### src/rtl/conv_stream_tx.sv
// rtl/conv_stream_tx.sv - host-side AXI-Stream job transmitter (W, bias, X) for the conv accelerator input
// Define CONV_TX_TLAST_EN to add the TX_TLAST output on the final X beat of each job.
module conv_stream_tx #(
  parameter int INW  = 18,
  parameter int R    = 9,
  parameter int C    = 8,
  parameter int MAXK = 5,
  localparam int K_BITS = $clog2(MAXK + 1)
) (
  input  logic                    clk,
  input  logic                    reset,
  input  logic                    load_we,
  input  logic                    load_sel,
  input  logic [$clog2(R*C)-1:0]  load_addr,
  input  logic [INW-1:0]          load_data,
  input  logic                    start,
  input  logic [K_BITS-1:0]       start_k,
  input  logic                    start_new_w,
  input  logic [INW-1:0]          start_bias,
  output logic                    busy,
  output logic                    done,
  output logic [INW-1:0]          TX_TDATA,
  output logic                    TX_TVALID,
  output logic [K_BITS:0]         TX_TUSER,
`ifdef CONV_TX_TLAST_EN
  output logic                    TX_TLAST,
`endif
  input  logic                    TX_TREADY
);

  localparam int XA    = $clog2(R*C);
  localparam int WA    = $clog2(MAXK*MAXK);
  localparam int KK_W  = 2*K_BITS;
  localparam int MINRC = (R < C) ? R : C;
  localparam logic [K_BITS-1:0] K_LIMIT = K_BITS'((MAXK < MINRC) ? MAXK : MINRC);
  localparam logic [XA-1:0]     X_LAST  = XA'(R*C - 1);
  localparam logic [WA-1:0]     W_LAST  = WA'(MAXK*MAXK - 1);

  typedef enum logic [2:0] {IDLE, SEND_W, SEND_B, SEND_X, FINISH} state_t;
  typedef enum logic [1:0] {SRC_W, SRC_B, SRC_X} src_t;

  state_t state, state_nx, seg;
  logic [K_BITS-1:0] k_r, cur_k;
  logic [INW-1:0]    bias_r;
  logic [WA-1:0]     w_cnt, w_cnt_nx, w_cur;
  logic [XA-1:0]     x_cnt, x_cnt_nx, x_cur;
  logic              x_all, x_all_nx;
  logic [KK_W-1:0]   kk_m1;

  logic [INW-1:0] x_mem [R*C];
  logic [INW-1:0] w_mem [MAXK*MAXK];
  logic [INW-1:0] x_q, w_q;
  logic           x_we, w_we;

  logic           start_ok, pop, room, issue, iss_last;
  src_t           iss_src, fl_src;
  logic           fl_vld;
  logic [2:0]     occ;

  // Two-entry output queue; e0 is the presented beat.
  logic [1:0]     cnt;
  logic [INW-1:0] e0_data, e1_data, land_data;
  logic           e0_w, e1_w, land_w;
  logic           e0_ld, e0_from_e1, e1_ld;

  assign TX_TVALID = (cnt != 2'd0);
  assign TX_TDATA  = e0_data;
  assign TX_TUSER  = {k_r, e0_w};

  assign x_we = load_we && !busy && !load_sel && (load_addr <= X_LAST);
  assign w_we = load_we && !busy && load_sel && (load_addr[WA-1:0] <= W_LAST);

  // Write-first forwarding lets a job accepted in the same cycle as a load see the new word.
  always_ff @(posedge clk) begin
    if (x_we) x_mem[load_addr] <= load_data;
    if (w_we) w_mem[load_addr[WA-1:0]] <= load_data;
    x_q <= (x_we && load_addr == x_cur) ? load_data : x_mem[x_cur];
    w_q <= (w_we && load_addr[WA-1:0] == w_cur) ? load_data : w_mem[w_cur];
  end

  always_comb begin
    start_ok = start && (state == IDLE) && (start_k != '0) && (start_k <= K_LIMIT);
    pop      = TX_TVALID && TX_TREADY;
    occ      = {1'b0, cnt} + {2'b00, fl_vld};
    room     = (occ - {2'b00, pop}) < 3'd2;
    cur_k    = (state == IDLE) ? start_k : k_r;
    kk_m1    = KK_W'(cur_k) * KK_W'(cur_k) - KK_W'(1);
    w_cur    = (state == IDLE) ? '0 : w_cnt;
    x_cur    = (state == IDLE) ? '0 : x_cnt;
    seg      = state;
    if (state == IDLE) seg = start_new_w ? SEND_W : SEND_X;

    state_nx = state;
    w_cnt_nx = w_cnt;
    x_cnt_nx = x_cnt;
    x_all_nx = x_all;
    issue    = 1'b0;
    iss_src  = SRC_X;
    iss_last = 1'b0;
    busy     = 1'b0;
    done     = 1'b0;

    case (state)
      IDLE: begin
        if (start_ok) begin
          state_nx = seg;
          w_cnt_nx = '0;
          x_cnt_nx = '0;
          x_all_nx = 1'b0;
          issue    = 1'b1;
        end
      end
      SEND_W, SEND_B: begin
        busy  = 1'b1;
        issue = room;
      end
      SEND_X: begin
        busy  = 1'b1;
        issue = room && !x_all;
        if (x_all && !fl_vld && cnt == 2'd1 && pop) state_nx = FINISH;
      end
      FINISH: begin
        done     = 1'b1;
        state_nx = IDLE;
      end
      default: state_nx = IDLE;
    endcase

    // Reads run ahead of the handshake; each issue advances the segment counters.
    if (issue) begin
      case (seg)
        SEND_W: begin
          iss_src = SRC_W;
          if (KK_W'(w_cur) == kk_m1) begin
            w_cnt_nx = '0;
            state_nx = SEND_B;
          end else begin
            w_cnt_nx = w_cur + WA'(1);
          end
        end
        SEND_B: begin
          iss_src  = SRC_B;
          state_nx = SEND_X;
        end
        default: begin
          iss_src  = SRC_X;
          iss_last = (x_cur == X_LAST);
          if (iss_last) begin
            x_cnt_nx = '0;
            x_all_nx = 1'b1;
          end else begin
            x_cnt_nx = x_cur + XA'(1);
          end
        end
      endcase
    end

    land_data  = (fl_src == SRC_B) ? bias_r : ((fl_src == SRC_W) ? w_q : x_q);
    land_w     = (fl_src != SRC_X);
    e0_from_e1 = pop && (cnt == 2'd2);
    e0_ld      = e0_from_e1 || (fl_vld && ((cnt == 2'd0) || (cnt == 2'd1 && pop)));
    e1_ld      = fl_vld && ((cnt == 2'd1 && !pop) || (cnt == 2'd2 && pop));
  end

  always_ff @(posedge clk) begin
    if (reset) begin
      state   <= IDLE;
      w_cnt   <= '0;
      x_cnt   <= '0;
      x_all   <= 1'b0;
      k_r     <= '0;
      bias_r  <= '0;
      fl_vld  <= 1'b0;
      fl_src  <= SRC_X;
      cnt     <= 2'd0;
      e0_data <= '0;
      e0_w    <= 1'b0;
      e1_data <= '0;
      e1_w    <= 1'b0;
    end else begin
      state  <= state_nx;
      w_cnt  <= w_cnt_nx;
      x_cnt  <= x_cnt_nx;
      x_all  <= x_all_nx;
      fl_vld <= issue;
      if (issue) fl_src <= iss_src;
      if (start_ok) begin
        k_r    <= start_k;
        bias_r <= start_bias;
      end
      if (e0_ld) begin
        e0_data <= e0_from_e1 ? e1_data : land_data;
        e0_w    <= e0_from_e1 ? e1_w : land_w;
      end
      if (e1_ld) begin
        e1_data <= land_data;
        e1_w    <= land_w;
      end
      cnt <= cnt + {1'b0, fl_vld} - {1'b0, pop};
    end
  end

`ifdef CONV_TX_TLAST_EN
  logic fl_last, e0_last, e1_last;

  always_ff @(posedge clk) begin
    if (reset) begin
      fl_last <= 1'b0;
      e0_last <= 1'b0;
      e1_last <= 1'b0;
    end else begin
      if (issue) fl_last <= iss_last;
      if (e0_ld) e0_last <= e0_from_e1 ? e1_last : fl_last;
      if (e1_ld) e1_last <= fl_last;
    end
  end

  assign TX_TLAST = TX_TVALID && e0_last;
`endif

endmodule
### config.mk
export PLATFORM = sky130hd
export DESIGN_NAME = conv_stream_tx
export DESIGN_NICKNAME = d
export VERILOG_FILES = /design/src/rtl/conv_stream_tx.sv
export SDC_FILE = /design/constraint.sdc
export NUM_CORES = 2
export LEC_CHECK = 0
export BUFFER_PORTS_ARGS = -buffer_cell sky130_fd_sc_hd__buf_4
export CORE_MARGIN = 3
export CORE_UTILIZATION = 40
export DETAILED_ROUTE_END_ITERATION = 8
export HOLD_SLACK_MARGIN = 0.05
export PLACE_DENSITY = 0.67
export SKIP_LAST_GASP = 1
export SYNTH_ARGS = -nofsm -noshare
export SYNTH_HDL_FRONTEND = slang
export SYNTH_SLANG_ARGS = --single-unit
### constraint.sdc
create_clock -name clk -period 3 [get_ports clk]
set_input_delay 0.6 -clock clk [delete_from_list [all_inputs] [get_ports clk]]
set_output_delay 0.6 -clock clk [all_outputs]
set_load 0.1 [all_outputs]
Yosys cells after proc, flatten, opt, wreduce, memory -nomap -nowiden:

Memories as Yosys holds them, arrays and structs flattened. A register that Yosys moved wholly into a read port is not among the register bits.
Cells that the tools add are included.
W data, S select, Z words.

* output and inout port bits: 25
* memory bits (writable): 1746
* input bits: 53
* logic and storage cells: 112
* memories kept: 2
* register bits after elaboration: 80

Memory list
* x_mem: words 72, bits a word 18, rd ports 1, clocked after Yosys merged registers in 1, write ports 1, line 50 `logic [INW-1:0] x_mem [R*C];`
* w_mem: words 25, bits a word 18, rd ports 1, clocked after Yosys merged registers in 1, write ports 1, line 51 `logic [INW-1:0] w_mem [MAXK*MAXK];`

* multiplexer cells: 39
* multipliers: 1
* reduce and logical (&&, ||, !) cells: 34
* eq/ne operators: 12
* $lt $le $gt $ge: 4
* add/sub/neg operators: 7

Operators by type and width (number)
* $mux W18: 3
* $mux W7: 6
* $mux W5: 6
* $logic_and A1 B1 Y1: 18
* $mux W3: 6
* $mux W1: 13
* $eq A3 B2 Y1 const B: 3
* $pmux W3 S3: 1
* $add A7 B1 Y7 const B: 1
* $eq A7 B7 Y1 const B: 1
* $le A7 B7 Y1 const B: 1
* $eq A3 B1 Y1 const B: 2
* $eq A5 B6 Y1: 1
* $mul A3 B3 Y6: 1
* $pmux W3 S2: 1
* $sub A6 B1 Y6 const B: 1
* $add A5 B1 Y5 const B: 1
* $le A5 B5 Y1 const B: 1
* $logic_not A1 Y1: 5
* $eq A2 B1 Y1 const B: 2
* $logic_not A2 Y1: 2
* $pmux W2 S2: 1
* $reduce_or A2 Y1: 2
* $add A2 B1 Y3: 1
* 15 further kinds: 17

Logic depth before layout (Yosys ltp):

* depth in word-level cells: 9
* mapped depth: 16
* depth with buffers taken out: 14

Worst setup path before layout:

OpenSTA, ideal clock, no wires.

* kind: register to register
* start point: register cnt[1]
* end point: register w_cnt[2]
* stages on the path, launching flop included: 15
* setup slack: -797 ps
* buffers on the path: 0
* library setup time: 75 ps
* required time: 2925 ps
* arrival: 3722 ps
* period minus slack after synthesis: 3797 ps
* path through: dfxtp_1 > inv_1 > nand2_1 > and2_1 > ha_1 > inv_1 > ha_1 > fa_1 > xnor2_1 > o31ai_1 > o2111ai_1 > or2_2 > nor4b_1 > o21ai_0 > o21ai_0

* longest elaborated chain between the ends: 7
* elaborated cells between the ends (all ways): 8
* classes of those cells: add/sub: 2; order compare: 1; mux: 2; reduce/logical: 3

Ends and longest elaborated chain
* start, declared: line 61 `logic [1:0] cnt;`
* start signal, assigned: line 199 `cnt <= cnt + {1'b0, fl_vld} - {1'b0, pop};`
* $reduce_bool A2 Y1 *: line 66 `assign TX_TVALID = (cnt != 2'd0);`
* via TX_TVALID: line 23 `output logic TX_TVALID,`
* $logic_and A1 B1 Y1 *: line 83 `pop = TX_TVALID && TX_TREADY;`
* $sub A3 B1 Y3 *: line 85 `room = (occ - {2'b00, pop}) < 3'd2;`
* $lt A3 B2 Y1 *: line 85
* $logic_and A1 B1 Y1: line 119 `issue = room && !x_all;`
* $pmux W1 S3 *: line 103 `case (state)`
* $mux W5 *: line 130 `if (issue) begin`
* end signal, assigned: line 182 `w_cnt <= w_cnt_nx;`
* end, declared: line 45 `logic [WA-1:0] w_cnt, w_cnt_nx, w_cur;`

Mark *: on every way through the listed nets, which the timed path passes. The rest lies on a longest branch.
A chain may end at the register's enable or synchronous reset.

==> results.yml <==
status:
  outcome: "finished, violations left"
  failed_checks: "negative setup slack"
cells_and_area:
  fin_util_pct: 48.0
  area.growth.synth_to_final_pct: 18.8
  finalNetCount: 4131
  fin_area_um2: 85000
  regArea_um2: 54300
  multi_input_area_um2: 16600
  n_fill_cell: 14100
  finalNonFillerCells: 6554
  drive_above_1_share_pct: 33.0
clock_tree:
  cts.sinks: 1838
  clk_latency_ns: 0.83
  cts-buffers-inserted: 175
  cts_max_level: 4
  root_buffer: "clkbuf_16"
  cts.reportedPaths.clkPinSlew_ns: 0.07
  cts_tree: "yes"
  clockBufferDepth: 3
timing:
  hold_viol: 0
  setup-violations-final: 2
  fmaxAchievable_ghz: 0.331
  layout_worst_path_cycle_share_pct: 101
  worstMarginPinSlew_ns: 1.15
  rsz0062_at_grt: "true"
  clock_skew_ns: 0.0450
  tns_ns: -0.0406
  period_minus_slack_ns: 3.02
  final_max_slew_viol_count: 0
  max_slew_margin_pct: 23.3
  worst_slack_ns: -0.0240
logic_synthesis:
  synth_area_leaders: "edfxtp_1, mux4_2, dfxtp_1, mux2i_1, nand2_1"
  synth_edf_count: 1746
  ys_warn_count: 0
  synthDistinctLibCells: 78
  synth_top_area_share_pct: 73.3
  syn_area_um2: 71600
  yosysTopAreaCell: "edfxtp_1"
  synthArstFlopShare_pct: 0
  ys.flop_type: "edfxtp_1"
  synthTopCellsByCount: "edfxtp_1, mux4_2, nand2_1, nor2_1, dfxtp_1"
  yosysMostFrequentCell: "edfxtp_1"
  syn_avg_cell_area_um2: 20.0
  synthCells: 3574
  yosysSeqAreaShare_pct: 75.8
  ys_seq_elements: 1838
  synth_nets: 3633
placed_design:
  dp_cells: 6192
  dp_hpwl_mm: 121
  numPortBuffers: 77
  placed_cell_area_um2: 78700
  gp_congestion: 0.900
pwr:
  power.density_nw_per_um2: 680
  ir_drop_v: 0.000519
  p_leak_nw: 26.4
  finalPower_w: 0.0578
worst_setup_path:
  cp.arrival_ns: 3.78
  critPathKind: "flop to flop"
  crit_fanout: 19
  end_kind: "flop"
  startpoint_type: "flop"
  r2r-end: "e1_data[0]"
  endpoint: "e1_data[0]"
  r2r_cells: 8
  r2r_setup_slack_ns: -0.02
  required_ns: 3.76
floorplan:
  start_util_pct: 40.4
  die-area_um2: 184000
  die_x_um: 429
  die_height_um: 429
  rows: 154
  pin_count: 78
  core-area_um2: 177000
worst_hold_path:
  hold_depth: 2
  hp-class: "primary input to flop"
route:
  routedWlPerCell_um: 29.4
  detail-route-antenna-nets: 0
  via_per_inst: 5.85
  initialDrtViolationCount: 5014
  routed_wl_mm: 193
  firstDrtPassIters: 5
  drc: 0
  vias: 38300
global_routing:
  grt-ovfl-total: 0
  antenna_found_initial: 7
  grt_pass1_wl_mm: 276
  grt_pass1_vias: 37700
  grt_max_degree: 75
  grtUsageTotal_pct: 20.6
job:
  maxCapViolCount: 0
==> what timing repair did <==
item,4_1_cts,5_1_grt
pin swaps,1,11
hold buffers,21,0
resized for setup,6,49
hold endpoints to repair,21,0
gates cloned,0,2
setup buffers,5,15
setup endpoints to repair,33,32
==> metrics by stage <==
step                      hold WS [ns]  setup slack [ns]
final                            0.193           -0.0240
after global routing             0.190            -0.111
after CTS                        0.129           0.00651
after detailed placement         0.450            -0.214
after global placement           0.443            -0.217
after floorplan                  0.436           -0.0566
==> power breakdown <==
part | internal, W | switching, W
Clock | 0.0123 | 0.00957
Combinational | 0.00300 | 0.00434
Sequential | 0.0283 | 0.000258
==> flip-flops by register name, summed over array words and instances, names as in the netlist, 2 cells and up, named ones only <==
signal / cells
x_cnt: 7
w_mem: 450
bias_r: 18
k_r: 3
e1_data: 18
x_mem: 1296
state: 3
fl_src: 2
w_cnt: 5
cnt: 2
TX_TDATA: 18
==> per-layer routing <==
layer	up-vias	routed length, µm	GRT usage [%]
met5	-	11	0
met3	297	16500	3.94
li1	15800	-	-
met4	2	7460	8.30
met2	1958	93000	32.8
met1	20300	75800	28.2
==> cells by family (layout without fill, tap and decap cells) <==
kind of cell             count (synthesis)  in the layout  share of synthesized area [%]
AND/OR/NAND/NOR                        579            579                           3.70
buffers and inverters                  223            860                           1.71
flip-flops                            1838           1838                           75.8
multiplexers                           547            547                           15.0
AO/OA/AOI/OAI                          377            377                           3.63
adder cells (fa/ha/maj)                  6              6                          0.115
XOR/XNOR                                 4              4                         0.0490
other                                    0              3                              0
==> placed cells by master (no fill, tap or decap), types with 8 or more instances in the layout <==
cell	n
dlygate4sd3_1	21
nor2b_1	23
o221ai_1	26
a22o_1	8
dfxtp_1	80
clkbuf_1	25
o22ai_1	43
buf_12	109
clkbuf_16	178
a211oi_1	22
nor2_2	93
nor2_1	89
mux2_2	46
edfxtp_1	1746
a31oi_1	29
nand2b_1	15
clkinv_1	34
mux2i_1	86
nor3_1	38
clkinv_2	43
and2_1	23
buf_4	387
nand2_1	187
inv_1	14
or3_1	9
o21ai_1	9
bufinv_16	17
o211ai_1	15
a21oi_1	69
o32ai_1	9
a22oi_1	41
mux4_2	414
nand4_1	12
o21ai_0	28
nand3_1	33
==> critical path, stage by stage (launching register included) <==
cell	delay, ns
dfxtp_4	0.52
buf_12	0.24
buf_4	0.26
mux4_2	0.22
a22o_1	0.14
a221oi_1	0.06
a2111oi_2	1.05
o32ai_1	0.22
o22ai_1	0.20
==> cell type report <==
type,count,share of cell area [%]
antenna,3,0.00883
clock buffer,203,5.32
clock inverter,113,1.34
inverter,20,0.0971
multi-input combinational,1513,19.5
sequential,1838,63.9
tap,2340,3.44
timing repair buffer,524,6.39
==> worst min-delay path by stage <==
stage,from,end,slack (ns)
after CTS,reset,cnt[0],0.13
after global routing,reset,state[0],0.19
after global placement,e1_data[4],e1_data[4],0.44
after detailed placement,e1_data[4],e1_data[4],0.45
after floorplan,bias_r[10],bias_r[10],0.44
final,reset,cnt[0],0.19
Power figures use the tool's default switching activity.
